`src/rtl/uart_echo_buffer.sv`:
```
// Receive-to-transmit echo buffer: queues bytes from the UART receiver in a
// small FIFO and feeds them to the UART transmitter one frame at a time.
module uart_echo_buffer #(
  parameter int DEPTH       = 16,
  parameter int AW          = 4,
  parameter int ACK_TIMEOUT = 2000
) (
  input  logic          clk,
  input  logic          rst,
  input  logic          received,
  input  logic [7:0]    data_received,
  input  logic          transmitting,
  input  logic          transmitted,
  input  logic          clr_status,
  output logic          tx_start,
  output logic [7:0]    tx_data,
  output logic [AW:0]   fifo_count,
  output logic          empty,
  output logic          full,
  output logic          overrun,
  output logic          tx_err
);

  localparam int TW = $clog2(ACK_TIMEOUT + 1);

  typedef enum logic [1:0] {IDLE, WAIT_BUSY, WAIT_DONE} state_t;

  state_t        state, state_nxt;
  logic [7:0]    mem [DEPTH];
  logic [AW-1:0] wr_ptr, rd_ptr;
  logic [TW-1:0] timer, timer_nxt;
  logic          push, pop, timeout;

  // Flags come from the registered count only, so no input reaches them.
  assign empty = (fifo_count == '0);
  assign full  = (fifo_count == (AW+1)'(DEPTH));
  assign push  = received && !full;

  always_comb begin
    state_nxt = state;
    timer_nxt = timer;
    pop       = 1'b0;
    timeout   = 1'b0;
    case (state)
      IDLE: begin
        if (!empty && !transmitting) begin
          pop       = 1'b1;
          timer_nxt = '0;
          state_nxt = WAIT_BUSY;
        end
      end
      WAIT_BUSY: begin
        // A transmitter that finishes without a visible busy cycle is accepted.
        if (transmitted) begin
          state_nxt = IDLE;
        end else if (transmitting) begin
          timer_nxt = '0;
          state_nxt = WAIT_DONE;
        end else if (timer == TW'(ACK_TIMEOUT - 1)) begin
          timeout   = 1'b1;
          timer_nxt = '0;
          state_nxt = IDLE;
        end else begin
          timer_nxt = timer + TW'(1);
        end
      end
      WAIT_DONE: begin
        if (transmitted) state_nxt = IDLE;
      end
      default: state_nxt = IDLE;
    endcase
  end

  always_ff @(posedge clk) begin
    if (rst) begin
      state      <= IDLE;
      timer      <= '0;
      wr_ptr     <= '0;
      rd_ptr     <= '0;
      fifo_count <= '0;
      tx_start   <= 1'b0;
      tx_data    <= '0;
      overrun    <= 1'b0;
      tx_err     <= 1'b0;
    end else begin
      state    <= state_nxt;
      timer    <= timer_nxt;
      tx_start <= pop;
      if (push) wr_ptr <= wr_ptr + AW'(1);
      if (pop) begin
        rd_ptr  <= rd_ptr + AW'(1);
        tx_data <= mem[rd_ptr];
      end
      case ({push, pop})
        2'b10:   fifo_count <= fifo_count + (AW+1)'(1);
        2'b01:   fifo_count <= fifo_count - (AW+1)'(1);
        default: fifo_count <= fifo_count;
      endcase
      // Setting a sticky flag takes priority over clearing it.
      if (received && full) overrun <= 1'b1;
      else if (clr_status)  overrun <= 1'b0;
      if (timeout)          tx_err  <= 1'b1;
      else if (clr_status)  tx_err  <= 1'b0;
    end
  end

  always_ff @(posedge clk) begin
    if (push) mem[wr_ptr] <= data_received;
  end

endmodule

```
`config.mk`:
```
export PLATFORM = sky130hd
export DESIGN_NAME = uart_echo_buffer
export DESIGN_NICKNAME = d
export VERILOG_FILES = /design/src/rtl/uart_echo_buffer.sv
export SDC_FILE = /design/constraint.sdc
export NUM_CORES = 1
export LEC_CHECK = 0
export CORE_AREA = 2 2 168 170
export CTS_CLUSTER_SIZE = 30
export DETAILED_ROUTE_END_ITERATION = 8
export DIE_AREA = 0 0 170 172
export REMOVE_ABC_BUFFERS = 1
export SKIP_LAST_GASP = 1
export SYNTH_ARGS = -nofsm -noshare
export SYNTH_HDL_FRONTEND = slang
export SYNTH_SLANG_ARGS = --single-unit
```
`constraint.sdc`:
```
create_clock -name clk -period 5.64 [get_ports clk]
set_input_delay 1.128 -clock clk [delete_from_list [all_inputs] [get_ports clk]]
set_output_delay 1.128 -clock clk [all_outputs]
set_load 0.005 [all_outputs]
```
# Word level (Yosys, flattened, before mapping)
# Memories as Yosys holds them, arrays and structs flattened. A register that Yosys moved wholly into a read port is not among the register bits.
# Cells that the tools add are included.
[totals] regBits=29 mem_bits_rw=128 out_inout_bits=18 wordCells=61 memories=1
[op_classes] n_addsub=5 n_eq_ne=10 muxes=23 n_reduce_logical=14
[mem_list] memory="mem" words=16 width=8 read_ports=1 rd_ports_with_merged_regs=1 wr=1 line="29" source="logic [7:0] mem [DEPTH];"
[ops] cell="11-bit 2-to-1 mux" count=4
[ops] cell="11-bit one-hot mux with 2 select lines" count=1
[ops] cell="11-bit by 1-bit adder with 11-bit output (second input constant)" count=1
[ops] cell="11-bit equality test (second input constant)" count=1
[ops] cell="1-bit 2-to-1 mux" count=11
[ops] cell="2-bit 2-to-1 mux" count=5
[ops] cell="5-bit one-hot mux with 2 select lines" count=1
[ops] cell="4-bit by 1-bit adder with 4-bit output (second input constant)" count=2
[ops] cell="2-bit nonzero test" count=4
[ops] cell="2-bit inequality test (second input constant)" count=3
[ops] cell="2-bit one-hot mux with 3 select lines" count=1
[ops] cell="3-bit AND reduction" count=2
[ops] cell="5-bit by 1-bit adder with 5-bit output (second input constant)" count=1
[ops] cell="5-bit equality test (second input constant)" count=1
[ops] cell="5-bit logical NOT" count=1
[ops] cell="5-bit by 1-bit subtractor with 5-bit output (second input constant)" count=1
[ops] cell="2-bit by 1-bit equality test with 1-bit output (second input constant)" count=2
[ops] cell="2-bit equality test (second input constant)" count=2
[ops] cell="4-bit inequality test (second input constant)" count=1
[ops] cell="1-bit logical AND" count=3
[ops] cell="1-bit logical NOT" count=3
[ops] cell="2-bit logical NOT" count=1

# Logic depth before layout (Yosys ltp)
[logic_depth] ltp_word=7 depth_mapped=12

# Worst setup path before layout
# No wires, ideal clock.
[synth_timing] path_kind="input to register" startpoint="in transmitting" endpoint="reg fifo_count[4]" setup_time_ns=0.121 arrival_time_ns=3.392 slack_ns=2.127 stages=12 n_path_buf=1 cell_sequence="nor3_1 o21ai_4 inv_4 buf_6 ha_1 inv_1 fa_1 nor2b_1 o21ai_0 nand3_1 or3b_1 mux2_2"
[synth_via] elab_chain_len=6 word_cells_on_any_way=8 cone_classes="2 x eq/ne; 3 x mux; 3 x reduce/logical"
[synth_rtl] element="from (decl)" line="12" source="input logic transmitting,"
[synth_rtl] element="1-bit logical NOT (*)" line="46" source="if (!empty && !transmitting) begin"
[synth_rtl] element="1-bit logical AND (*)" line="46"
[synth_rtl] element="1-bit 2-to-1 mux (*)" line="46"
[synth_rtl] element="1-bit 2-to-1 mux (*)" line="44" source="case (state)"
[synth_rtl] element="named net pop" line="32" source="logic push, pop, timeout;"
[synth_rtl] element="2-bit by 1-bit equality test with 1-bit output or 2-bit equality test (tied branches)" line="94" source="case ({push, pop})"
[synth_rtl] element="5-bit one-hot mux with 2 select lines or 2-bit nonzero test (tied branches)"
[synth_rtl] element="to (signal assigned)" line="95" source="2'b10: fifo_count <= fifo_count + (AW+1)'(1);"
[synth_rtl] element="to (signal assigned)" line="96" source="2'b01: fifo_count <= fifo_count - (AW+1)'(1);"
[synth_rtl] element="to (signal assigned)" line="97" source="default: fifo_count <= fifo_count;"
[synth_rtl] element="to (decl)" line="17" source="output logic [AW:0] fifo_count,"
# The timed path passes the listed nets; every way through them passes the cells marked *.
# A chain may end at the register's enable or synchronous reset.

# Worst setup path after layout
[layout_timing] startpoint="in transmitting" endpoint="reg fifo_count[4]"
[layout_via] elab_chain_len=6 word_cells_on_any_way=8 cone_classes="2 x eq/ne; 3 x mux; 3 x reduce/logical"
[layout_rtl] element="1-bit logical NOT (*)" line="46"
[layout_rtl] element="1-bit logical AND (*)" line="46"
[layout_rtl] element="1-bit 2-to-1 mux (*)" line="46"
[layout_rtl] element="1-bit 2-to-1 mux (*)" line="44"
[layout_rtl] element="2-bit by 1-bit equality test with 1-bit output or 2-bit equality test (tied branches)" line="94"
[layout_rtl] element="5-bit one-hot mux with 2 select lines or 2-bit nonzero test (tied branches)"
# Every way passes the cells marked *; elsewhere a longest branch is shown, timed or not.

==> insert_results.sql <==
INSERT INTO impl_metrics (metric_group, metric, value, unit) VALUES
('clock_tree', 'cts-htree-levels', '4', ''),
('placed_design', 'gp_congestion', '0.776', ''),
('route', 'drtAntennaViolNets', '0', ''),
('sta', 'finalCritPeriodShare', '67.3', '%'),
('min_path', 'min-delay-path-class', 'reg2reg', ''),
('min_path', 'holdPathStages', '2', ''),
('route', 'via_per_inst', '4.57', ''),
('clock_tree', 'cts-hold-fix-buffers', '0', ''),
('min_path', 'min-delay-start', 'timer[10]$_SDFFE_PP0P_', ''),
('sta', 'hold_viol_final', '0', ''),
('setup_path', 'r2r_startpoint', 'fifo_count[0]$_SDFFE_PP0P_', ''),
('setup_path', 'r2r_cells', '10', ''),
('yosys', 'post_syn_area', '6800', 'sq um'),
('sta', 'post-route-min-period', '3800', 'ps'),
('floorplanning', 'total_core_area', '27500', 'sq um'),
('sta', 'achievable-frequency', '263', 'MHz'),
('min_path', 'whs_endpoint', 'timer[10]$_SDFFE_PP0P_', ''),
('run', 'drv.max_cap_violation_count', '0', ''),
('route', 'detailedRoute.firstPassIterationCount', '4', ''),
('route', 'routed-via-count', '3954', ''),
('power_and_ir_drop', 'power.static_leakage', '2.51', 'nW'),
('power_and_ir_drop', 'worst_ir_drop_vdd', '0.000245', 'V'),
('route', 'drt-wirelength-per-cell', '16.1', 'um'),
('global_route', 'grt_overflow', '0', ''),
('floorplanning', 'chipHeight', '172', 'um'),
('setup_path', 'wp_data_arrival', '4100', 'ps'),
('clock_tree', 'tritoncts_clock_tree', 'yes', ''),
('clock_tree', 'clk_pin_slew_worst_paths', '80', 'ps'),
('layout', 'layout.cells.most_common', 'edfxtp_1', ''),
('setup_path', 'cp.required', '5950', 'ps'),
('setup_path', 'worstPathMaxFanout', '17', ''),
('global_route', 'grt_max_degree', '39', ''),
('route', 'finalWirelength', '13.9', 'mm'),
('status', 'run_status', 'complete, no violations', ''),
('sta', 'number_of_failing_setup_endpoints_in_the_final_timing_report', '0', ''),
('setup_path', 'worst_setup_path_end_kind', 'flip-flop', ''),
('yosys', 'synthesis.instances', '470', ''),
('clock_tree', 'cts_sinks', '165', ''),
('placed_design', 'numPortBuffers', '31', ''),
('floorplanning', 'ioPinCount', '32', ''),
('clock_tree', 'cts_buffer_depth', '2', ''),
('floorplanning', 'placementRows', '61', ''),
('yosys', 'number_of_enable_flip_flop_cells_after_synthesis', '128', ''),
('clock_tree', 'worst_skew_pair.late_latency', '430', 'ps'),
('yosys', 'synth_flop_cell', 'edfxtp_1', ''),
('global_route', 'initial_antenna_violation_count', '0', ''),
('sta', 'worstMarginPinSlew', '983', 'ps'),
('floorplanning', 'die_width', '170', 'um'),
('global_route', 'grt_pass1_vias', '3929', ''),
('yosys', 'postSynthRegisterBits', '165', ''),
('clock_tree', 'post_cts_gate_resize_count', '0', ''),
('clock_tree', 'setup_bufs_post_cts', '0', ''),
('yosys', 'synthDistinctLibCells', '51', ''),
('yosys', 'yosys_warnings', '0', ''),
('yosys', 'async_flop_share', '0', '%'),
('floorplanning', 'die_area', '29200', 'sq um'),
('global_route', 'grt_pass1_wl', '22.2', 'mm'),
('floorplanning', 'initial_core_util', '24.7', '%'),
('sta', 'final_count_of_pins_violating_max_slew', '0', ''),
('setup_path', 'r2r_slack', '2470', 'ps'),
('sta', 'totalNegativeSetupSlack', '0', 'ps'),
('sta', 'maxSlewHeadroom', '34.5', '%'),
('clock_tree', 'cts_buffers', '17', ''),
('yosys', 'ys_seq_area_share', '67.4', '%'),
('sta', 'final.hold.worst_slack', '480', 'ps'),
('layout', 'layout-drive-gt1-share', '13.7', '%'),
('global_route', 'grt.total_usage', '10.2', '%'),
('power_and_ir_drop', 'p_per_area', '396', 'nW/um^2'),
('sta', 'setup_repair_after_global_routing_missed_its_margin', 'no', ''),
('yosys', 'synth.avg_cell_area', '14.5', 'sq um'),
('setup_path', 'worstReg2RegEnd', 'fifo_count[4]$_SDFFE_PP0P_', ''),
('setup_path', 'startpoint_type', 'input port', ''),
('route', 'iter_0_drt_violations', '342', ''),
('setup_path', 'path_class', 'in2reg', ''),
('power_and_ir_drop', 'power_total', '3.22', 'mW'),
('layout', 'final_net_count', '531', ''),
('layout', 'mostFrequentLayoutCells', 'edfxtp_1, nor2_1, mux2i_1, dfxtp_1, clkdlybuf4s50_1', ''),
('placed_design', 'post-dp-hpwl', '9.17', 'mm'),
('clock_tree', 'cts_root_buf', 'clkbuf_16', ''),
('route', 'final_routed_drc_violation_total', '0', ''),
('layout', 'syn2layout_area_growth', '19.4', '%'),
('layout', 'diodes', '0', ''),
('sta', 'worst_clock_skew', '13.1', 'ps');
[state kept, by name, indices dropped and copies added, names as in the netlist]
register and cells:
tx_start 1, timer 11, state 2, fifo_count 5
tx_err 1, tx_data 8, wr_ptr 4, overrun 1
mem 128, rd_ptr 4
[critical path, cell delays in order]
cell and delay (ps):
clkdlybuf4s50_1 510, nor3_1 370, o21ai_4 180, inv_4 210, ha_1 240, inv_1 100
fa_1 380, nor2b_1 160, o21ai_0 120, nand3_1 90, or3b_1 340, mux2_2 270
[cell usage after synthesis (3+ instances only)]
| cell type | count | area [sq um] |
|---|---|---|
| nand4_1 | 4 | 25.0 |
| inv_1 | 10 | 37.5 |
| and3_1 | 4 | 25.0 |
| nor2b_1 | 7 | 43.8 |
| a21oi_1 | 22 | 110 |
| edfxtp_1 | 128 | 3840 |
| clkbuf_1 | 11 | 41.3 |
| o22ai_1 | 16 | 100 |
| ha_1 | 10 | 125 |
| xor2_1 | 5 | 43.8 |
| nand2_1 | 20 | 75.1 |
| nor2_1 | 48 | 180 |
| mux4_2 | 12 | 270 |
| buf_2 | 6 | 30.0 |
| o21ai_1 | 3 | 15.0 |
| dfxtp_1 | 37 | 741 |
| o21ai_0 | 5 | 25.0 |
| nor3_1 | 17 | 85.1 |
| or3_1 | 3 | 18.8 |
| o32ai_1 | 4 | 35.0 |
| a311oi_2 | 4 | 60.1 |
| nand3_1 | 7 | 35.0 |
| mux2i_1 | 41 | 410 |
| xnor2_1 | 3 | 26.3 |
| a211oi_1 | 5 | 37.5 |
| a311oi_1 | 3 | 26.3 |
[stage by stage]
stage	worst slack, ps	cells	instance area, sq um	utilization, %
2_1_floorplan	2190	449	6690	-
5_1_grt	1590	865	8120	29.5
4_1_cts	1850	865	8120	29.5
3_3_place_gp	1460	833	7490	27.3
6_report	1840	865	8120	29.5
3_5_place_dp	1390	833	7490	27.3
[metal layers]
| metal | GRT usage [%] | part of all wire (%) |
|---|---|---|
| met1 | 14.2 | 49 |
| met4 | 3.86 | 2.0 |
| met3 | 2.56 | 5.2 |
| met5 | 0 | 0 |
| met2 | 15.1 | 43 |
[where the power goes]
part | switching (mW) | leakage, nW | internal (mW)
sequential | 0.0594 | 1.46 | 1.39
clock | 0.552 | 0.305 | 0.646
combinational | 0.299 | 0.747 | 0.273
total | 0.910 | 2.51 | 2.31
[layout make-up]
type	instances	area, sq um
clock buffer	17	425
clock inverter	15	205
fill	2772	19400
inverter	12	47.5
multi-input combinational	272	2060
sequential	165	4590
tap	346	433
timing repair buffer	38	363
[worst max-delay path by stage]
stage,start,to,slack [ps],cells past startpoint
3_3_place_gp,transmitting,fifo_count[4]$_SDFFE_PP0P_,1460,12
4_1_cts,transmitting,fifo_count[4]$_SDFFE_PP0P_,1850,12
3_5_place_dp,transmitting,fifo_count[4]$_SDFFE_PP0P_,1390,12
2_1_floorplan,transmitting,fifo_count[4]$_SDFFE_PP0P_,2190,11
6_report,transmitting,fifo_count[4]$_SDFFE_PP0P_,1840,12
5_1_grt,transmitting,fifo_count[4]$_SDFFE_PP0P_,1590,12
[cells by family (layout without fill, tap and decap cells)]
family / after synthesis / in the layout / synth area share, %
compound gates: 71 / 71 / 7.34
buf+inv: 33 / 82 / 2.30
mux: 55 / 55 / 10.3
fa+ha+maj: 11 / 11 / 2.13
flops: 165 / 165 / 67.4
xor+xnor: 8 / 8 / 1.03
simple gates: 127 / 127 / 9.44
Note: power is estimated with default switching activity, not from simulation.
